[config.mk]
export PLATFORM = sky130hd
export DESIGN_NAME = axis_slave_if
export DESIGN_NICKNAME = d
export VERILOG_FILES = /design/src/rtl/axis_slave_if_pkg.sv /design/src/rtl/axis_slave_if_fifo.sv /design/src/rtl/axis_slave_if.sv
export SDC_FILE = /design/constraint.sdc
export NUM_CORES = 1
export LEC_CHECK = 0
export BUFFER_PORTS_ARGS = -buffer_cell sky130_fd_sc_hd__buf_4
export CAP_MARGIN = 20
export CORE_ASPECT_RATIO = 1.5
export CORE_MARGIN = 2
export CORE_UTILIZATION = 40
export DETAILED_ROUTE_END_ITERATION = 12
export HOLD_SLACK_MARGIN = 0.1
export PLACE_DENSITY = 0.64
export SLEW_MARGIN = 10
export SYNTH_ARGS = -nofsm -noshare
export SYNTH_HDL_FRONTEND = slang
export SYNTH_HIERARCHICAL = 1
export SYNTH_SLANG_ARGS = --single-unit
[constraint.sdc]
create_clock -name clk -period 4.98 [get_ports clk]
set_clock_uncertainty 0.2 [all_clocks]
set_input_delay 1.245 -clock clk [delete_from_list [all_inputs] [get_ports clk]]
set_output_delay 1.245 -clock clk [all_outputs]
set_load 0.02 [all_outputs]
[src/rtl/axis_slave_if_pkg.sv]
// Shared constants and types for the AXI-Stream input front end of the FFT
// accelerator.
//   S_TDATA_WDT      : AXIS beat width (must be >= C_SAMPLE_WDT)
//   C_SAMPLE_WDT     : width of one sample component (re or im)
//   C_FFT_SIZE_LOG2  : log2 of complex samples per frame
//   S_FIFO_DEPTH     : sample FIFO depth (power of 2, >= 2)
//   S_FIFO_ADDR_WDT  : FIFO address width
//   INPUT_MEM_OFFSET : first input memory address of a frame
//   S_BEATS_FINAL    : index of the last beat of a frame (two beats per sample)
//   s_rx_state       : receive FSM states
package axis_slave_if_pkg;

   localparam int S_TDATA_WDT      = 32;
   localparam int C_SAMPLE_WDT     = 18;
   localparam int C_FFT_SIZE_LOG2  = 10;
   localparam int C_FFT_SIZE       = 1 << C_FFT_SIZE_LOG2;
   localparam int S_FIFO_DEPTH     = 4;
   localparam int S_FIFO_ADDR_WDT  = $clog2(S_FIFO_DEPTH);
   localparam int INPUT_MEM_OFFSET = 0;
   localparam int S_BEATS_FINAL    = 2 * C_FFT_SIZE - 1;

   typedef enum logic [1:0] {
      S_IDLE  = 2'd0,
      S_RECV  = 2'd1,
      S_DRAIN = 2'd2
   } s_rx_state;

endpackage

[src/rtl/axis_slave_if_fifo.sv]
// Small synchronous FIFO holding packed {re, im} samples.
//   clk, rst_n : clock, synchronous active-low reset
//   clr        : synchronous pointer clear (frame start)
//   wr_en      : write wr_data (caller guarantees !full)
//   rd_en      : pop head (caller guarantees !empty)
//   rd_data    : head entry, combinational
//   full/empty : occupancy flags
// Pointers are one bit wider than the address so full and empty are
// distinguishable without a separate count.
module sync_fifo #(
   parameter int WDT   = 36,
   parameter int DEPTH = 4
) (
   input  logic           clk,
   input  logic           rst_n,
   input  logic           clr,
   input  logic           wr_en,
   input  logic [WDT-1:0] wr_data,
   input  logic           rd_en,
   output logic [WDT-1:0] rd_data,
   output logic           full,
   output logic           empty
);

   localparam int AW = (DEPTH > 1) ? $clog2(DEPTH) : 1;
   localparam logic [AW:0] PTR_ONE   = (AW+1)'(1);
   localparam logic [AW:0] PTR_DEPTH = (AW+1)'(DEPTH);

   logic [AW:0]    wr_ptr;
   logic [AW:0]    rd_ptr;
   logic [WDT-1:0] mem [DEPTH];

   always_ff @(posedge clk) begin
      if (!rst_n || clr) begin
         wr_ptr <= '0;
         rd_ptr <= '0;
      end else begin
         if (wr_en) wr_ptr <= wr_ptr + PTR_ONE;
         if (rd_en) rd_ptr <= rd_ptr + PTR_ONE;
      end
   end

   always_ff @(posedge clk) begin
      if (wr_en) mem[wr_ptr[AW-1:0]] <= wr_data;
   end

   assign rd_data = mem[rd_ptr[AW-1:0]];
   assign empty   = (wr_ptr == rd_ptr);
   assign full    = ((wr_ptr - rd_ptr) == PTR_DEPTH);

`ifndef SYNTHESIS
   a_no_write_full: assert property (@(posedge clk) disable iff (!rst_n) !(wr_en && full));
   a_no_pop_empty:  assert property (@(posedge clk) disable iff (!rst_n) !(rd_en && empty));
`endif

endmodule

[src/rtl/axis_slave_if.sv]
// AXI-Stream slave front end of the FFT accelerator. Receives one frame of
// C_FFT_SIZE complex samples (two beats each: real, then imaginary), narrows
// each beat to C_SAMPLE_WDT bits, buffers packed samples in a small FIFO and
// writes them sequentially into the input sample memory.
// Ports:
//   clk, rst_n            : clock, synchronous active-low reset
//   S_AXIS_TDATA/TLAST/
//   TVALID/TREADY         : AXI-Stream slave; low C_SAMPLE_WDT bits of TDATA used
//   s_axis_if_addr        : input memory write address
//   data_re_0_in/_im_0_in : sample written to memory
//   push                  : memory write strobe
//   mem_stall             : memory busy, holds FIFO pops
//   rx_start              : core grants input memory, starts a frame (S_IDLE only)
//   rx_done               : one-cycle pulse after the last memory write
//   rx_err                : sticky TLAST framing error, cleared by rx_start
//   s_axis_if_busy        : frame in progress or FIFO holding data
//   rx_state              : current FSM state, for observation
// Handshake: a beat transfers on a rising clk edge where TVALID & TREADY.
// TREADY is computed from internal state only and never looks at TVALID;
// the source must hold TDATA/TLAST stable while TVALID is high and unaccepted.
module axis_slave_if
   import axis_slave_if_pkg::*;
#(
   parameter int S_TDATA_WDT      = axis_slave_if_pkg::S_TDATA_WDT,
   parameter int C_SAMPLE_WDT     = axis_slave_if_pkg::C_SAMPLE_WDT,
   parameter int C_FFT_SIZE_LOG2  = axis_slave_if_pkg::C_FFT_SIZE_LOG2,
   parameter int S_FIFO_DEPTH     = axis_slave_if_pkg::S_FIFO_DEPTH,
   parameter int INPUT_MEM_OFFSET = axis_slave_if_pkg::INPUT_MEM_OFFSET
) (
   input  logic                       clk,
   input  logic                       rst_n,
   input  logic [S_TDATA_WDT-1:0]     S_AXIS_TDATA,
   input  logic                       S_AXIS_TLAST,
   input  logic                       S_AXIS_TVALID,
   output logic                       S_AXIS_TREADY,
   output logic [C_FFT_SIZE_LOG2-1:0] s_axis_if_addr,
   output logic [C_SAMPLE_WDT-1:0]    data_re_0_in,
   output logic [C_SAMPLE_WDT-1:0]    data_im_0_in,
   output logic                       push,
   input  logic                       mem_stall,
   input  logic                       rx_start,
   output logic                       rx_done,
   output logic                       rx_err,
   output logic                       s_axis_if_busy,
   output s_rx_state                  rx_state
);

   localparam int AW   = C_FFT_SIZE_LOG2;
   localparam int BCW  = C_FFT_SIZE_LOG2 + 1;
   localparam int FW   = 2 * C_SAMPLE_WDT;
   localparam logic [BCW-1:0] BEAT_FINAL = {BCW{1'b1}};   // 2*C_FFT_SIZE-1
   localparam logic [AW-1:0]  ADDR_BASE  = AW'(INPUT_MEM_OFFSET);

   s_rx_state               state;
   logic [BCW-1:0]          beat_cnt;
   logic                    phase;           // 0: expecting re, 1: expecting im
   logic                    all_beats_rcvd;
   logic [C_SAMPLE_WDT-1:0] re_q;

   logic                    hs;
   logic                    last_beat;
   logic                    tlast_bad;
   logic [C_SAMPLE_WDT-1:0] tdata_s;

   logic                    fifo_clr;
   logic                    fifo_wr;
   logic                    fifo_pop;
   logic                    fifo_full;
   logic                    fifo_empty;
   logic [FW-1:0]           fifo_rd_data;

   // Upper TDATA bits are truncated away by design.
   assign tdata_s = S_AXIS_TDATA[C_SAMPLE_WDT-1:0];
   generate
      if (S_TDATA_WDT > C_SAMPLE_WDT) begin : g_unused_tdata
         logic unused_tdata_hi;
         assign unused_tdata_hi = ^S_AXIS_TDATA[S_TDATA_WDT-1:C_SAMPLE_WDT];
      end
   endgenerate

   assign S_AXIS_TREADY = (state == S_RECV) && !fifo_full && !all_beats_rcvd;
   assign hs            = S_AXIS_TVALID && S_AXIS_TREADY;
   assign last_beat     = (beat_cnt == BEAT_FINAL);
   assign tlast_bad     = (S_AXIS_TLAST != last_beat);

   assign fifo_clr = (state == S_IDLE) && rx_start;
   assign fifo_wr  = hs && phase;
   assign fifo_pop = !fifo_empty && !mem_stall;

   sync_fifo #(
      .WDT   (FW),
      .DEPTH (S_FIFO_DEPTH)
   ) u_fifo (
      .clk     (clk),
      .rst_n   (rst_n),
      .clr     (fifo_clr),
      .wr_en   (fifo_wr),
      .wr_data ({re_q, tdata_s}),
      .rd_en   (fifo_pop),
      .rd_data (fifo_rd_data),
      .full    (fifo_full),
      .empty   (fifo_empty)
   );

   always_ff @(posedge clk) begin
      if (!rst_n) begin
         state          <= S_IDLE;
         beat_cnt       <= '0;
         phase          <= 1'b0;
         all_beats_rcvd <= 1'b0;
         re_q           <= '0;
         rx_err         <= 1'b0;
         rx_done        <= 1'b0;
         push           <= 1'b0;
         data_re_0_in   <= '0;
         data_im_0_in   <= '0;
         s_axis_if_addr <= ADDR_BASE;
      end else begin
         rx_done <= 1'b0;

         // Memory side: the pop of one cycle becomes the push of the next.
         push <= fifo_pop;
         if (fifo_pop) begin
            data_re_0_in <= fifo_rd_data[FW-1:C_SAMPLE_WDT];
            data_im_0_in <= fifo_rd_data[C_SAMPLE_WDT-1:0];
         end
         if (push) s_axis_if_addr <= s_axis_if_addr + AW'(1);

         case (state)
            S_IDLE: begin
               if (rx_start) begin
                  state          <= S_RECV;
                  beat_cnt       <= '0;
                  phase          <= 1'b0;
                  all_beats_rcvd <= 1'b0;
                  rx_err         <= 1'b0;
                  s_axis_if_addr <= ADDR_BASE;
               end
            end
            S_RECV: begin
               if (hs) begin
                  phase    <= ~phase;
                  beat_cnt <= beat_cnt + BCW'(1);
                  if (!phase)   re_q   <= tdata_s;
                  if (tlast_bad) rx_err <= 1'b1;
                  if (last_beat) begin
                     all_beats_rcvd <= 1'b1;
                     state          <= S_DRAIN;
                  end
               end
            end
            S_DRAIN: begin
               // All samples are already in the FIFO on entry, so an empty
               // FIFO with push high means the final memory write is happening.
               if (fifo_empty && push) begin
                  state   <= S_IDLE;
                  rx_done <= 1'b1;
               end
            end
            default: state <= S_IDLE;
         endcase
      end
   end

   assign s_axis_if_busy = (state != S_IDLE) || !fifo_empty;
   assign rx_state       = state;

`ifndef SYNTHESIS
   logic [BCW-1:0] push_cnt;
   always_ff @(posedge clk) begin
      if (!rst_n || fifo_clr) push_cnt <= '0;
      else if (push)          push_cnt <= push_cnt + BCW'(1);
   end

   a_no_tready_idle: assert property (@(posedge clk) disable iff (!rst_n)
      (state == S_IDLE) |-> !S_AXIS_TREADY);
   a_push_count: assert property (@(posedge clk) disable iff (!rst_n)
      rx_done |-> (push_cnt == BCW'(1 << C_FFT_SIZE_LOG2)));
`endif

endmodule

==> impl_metrics.toml <==
[status]
status = "finished clean"

[worst_setup_path]
crit_path_start_kind = "register"
cp-end-kind = "primary output"
r2r_end = "u_fifo/mem[0][12]$_DFFE_PP_"
timing.rr.start = "u_fifo/wr_ptr[0]$_SDFFE_PP0P_"
arrival_ns = 2.27
slowest_delay_ns = 0.47
crit_chain = "inv_1, ha_1, nand2_1, nor2_1, or3b_2, buf_4"
cpLargestDelayFamily = "simple AND/OR/NAND/NOR gates"
cp_slowest_cell = "or3b_2"
rr_worst_depth = 8
setup.worst_path.class = "reg2out"
crit_required_ns = 3.53
reg2reg_setup_slack_ns = 1.63
cp_num_buf_inv = 2
crit_fanout = 4

[clock_network]
clk_path_buf_depth = 3
ctsHoldBuffers = 0
cts_resized = 0
cts_made_buffers = 23
clockRootBuffer = "clkbuf_16"
cts_tree = "done"
cts_sinks = 234
post_cts_buffers = 0
clkTransAtPathRegs_ns = 0.06
htree_num_levels = 1
clk_latency_ns = 0.51

[synthesis]
seq_area_frac_synth = 0.6930
synth_top_area_cell = "edfxtp_1"
ys_ff_latch = 234
yosysMostFrequentCell = "edfxtp_1"
synthFlopType = "edfxtp_1"
ys_types = 48
syn-cell-area_um2 = 8840
syn_avg_cell_area_um2 = 14.42
ys.warnings.count = 6
syn_inst = 613
synth_nets = 660
synth_top_area_share = 0.4892
synthTopCellsByArea = "edfxtp_1 (49%), dfxtp_1 (20%), mux4_2 (7.6%)"
synthTopCellsByCount = "edfxtp_1 (144), nand2_1 (100), dfxtp_1 (90)"
async_flop_share = 0
synth_edf_count = 144

[global_route]
gr-total-overflow = 0
grt_max_degree = 40
antenna_found_initial = 0
grt_first_pass_wirelength_um = 27990
grt_pass1_vias = 5219
grt.total_usage = 0.1503

[placed_design]
dp_cells = 933
portBuffers = 76
gp_congestion = 0.7502
placed_area_um2 = 9597
place_hpwl_um = 10420

[worst_hold_path]
holdPathStages = 2
min-delay-start = "data_re_0_in[13]$_SDFFE_PN0P_"
hold_end = "data_re_0_in[13]$_SDFFE_PN0P_"
hold_class = "reg2reg"

[power_and_ir_drop]
peakVddDrop_mv = 0.2492
leakage_nw = 3.466
p_per_area_nw_per_um2 = 365.6

[sta]
timing.hold.ws_ns = 0.2557
layout_worst_path_cycle_share = 0.7452
fin_crit_ns = 3.711
maxSlewViolCount = 0
setup_tns_ns = 0
worstMarginPinSlew_ns = 1.066
slew_headroom = 0.2896
rsz0062_at_grt = "false"
setup_violations = 0
fmax_mhz = 269.5
hold_viol_final = 0

[finish]
syn2layout_area_growth_pct = 16.53
final_area_um2 = 10300
num_antenna_cells = 0
final_layout_size_suffix_gt1_frac = 0.2304
instances_no_fill = 975
nets = 733
utilization = 0.4743
fillers = 1913

[routing]
vias = 5053
drc_errors = 0
ant_nets = 0
drt_wl_total_um = 17320
viasPerCell = 5.183
drtIter0Drc = 366
drt_pass1_iterations = 5
avgRoutedWirePerCell_um = 17.77

[floorplanning]
dieArea_um2 = 23330
die_x_um = 125.4
rows = 66
die_y_um = 186.1
initial_core_util = 0.4070
io_pins = 91
core_um2 = 21720

[job]
drv_cap = 0
power by group:
group	switching [mW]	internal, mW	leakage [nW]
Sequential	0.0117	2.06	2.01
Clock	0.707	0.895	0.344
Combinational	0.0562	0.0318	1.11
Total	0.775	2.99	3.47
metal layers:
layer	vias up	GRT usage	share of wire
met2	141	0.2639	0.50
met3	20	0.02616	0.051
li1	2399	-	-
met5	-	0	0
met1	2493	0.1953	0.43
met4	0	0.03600	0.014
how the worst max path moves through the flow:
stage / from / to / slack (ns) / cells after the start
2_1_floorplan: u_fifo/wr_ptr[0]$_SDFFE_PP0P_ / u_fifo/mem[3][0]$_DFFE_PP_ / 1.67 / 8
3_3_place_gp: u_fifo/wr_ptr[0]$_SDFFE_PP0P_ / u_fifo/mem[3][12]$_DFFE_PP_ / 1.71 / 8
3_5_place_dp: u_fifo/wr_ptr[0]$_SDFFE_PP0P_ / u_fifo/mem[3][11]$_DFFE_PP_ / 1.64 / 8
4_1_cts: u_fifo/wr_ptr[0]$_SDFFE_PP0P_ / s_axis_if_busy / 1.25 / 6
5_1_grt: u_fifo/wr_ptr[0]$_SDFFE_PP0P_ / s_axis_if_busy / 1.16 / 6
6_report: u_fifo/wr_ptr[0]$_SDFFE_PP0P_ / s_axis_if_busy / 1.27 / 6
per-stage QoR:
stage               total power, mW  worst slack (ns)
global placement              2.203             1.712
global route                  3.895             1.158
finish                        3.766             1.269
floorplan                     2.162             1.670
CTS                           3.807             1.250
detailed placement            2.207             1.642
state kept, by name, indices dropped and copies added, names as in the netlist, named ones only:
| name | count |
|---|---|
| rx_state | 2 |
| data_im_0_in | 18 |
| rx_err | 1 |
| u_fifo/mem | 144 |
| u_fifo/rd_ptr | 3 |
| re_q | 18 |
| data_re_0_in | 18 |
| push | 1 |
| phase | 1 |
| all_beats_rcvd | 1 |
| u_fifo/wr_ptr | 3 |
| rx_done | 1 |
| beat_cnt | 11 |
| s_axis_if_addr | 10 |
worst min-delay path, cell delays in order, from the launching register on:
cell and delay [ns]:
dfxtp_1 0.31, nand2_1 0.05, a21oi_1 0.05
layout make-up:
class	count	area [um2]	area share
multi-input combinational	339	2497	0.2424
inverter	8	30.03	0.002915
timing repair buffer	80	600.6	0.05830
clock inverter	12	78.83	0.007652
sequential	234	6128	0.5949
tap	272	340.3	0.03304
clock buffer	30	625.6	0.06073
cells in the final DEF, fill, tap and decap left out, types with 5 or more instances in the layout:
cell type and n:
clkinv_2 6, edfxtp_1 144, o21ai_0 20, dfxtp_1 88, xnor2_1 12, nor2_1 33, nand3_1 24, mux4_1 6
a211oi_1 5, clkbuf_16 23, nand2_1 100, buf_4 80, ha_1 9, a21oi_1 44, inv_1 6, xor2_1 8
mux4_2 30
cells by family (layout without fill, tap and decap cells):
| group | count (synthesis) | after routing | share of synthesized area |
|---|---|---|---|
| compound gates | 75 | 75 | 0.04827 |
| simple gates | 195 | 195 | 0.1022 |
| xor+xnor | 20 | 20 | 0.01982 |
| flops | 234 | 234 | 0.6930 |
| fa+ha+maj | 9 | 9 | 0.01274 |
| buf+inv | 40 | 130 | 0.02505 |
| mux | 40 | 40 | 0.09894 |
No activity file was read; power rests on OpenSTA's default activity.
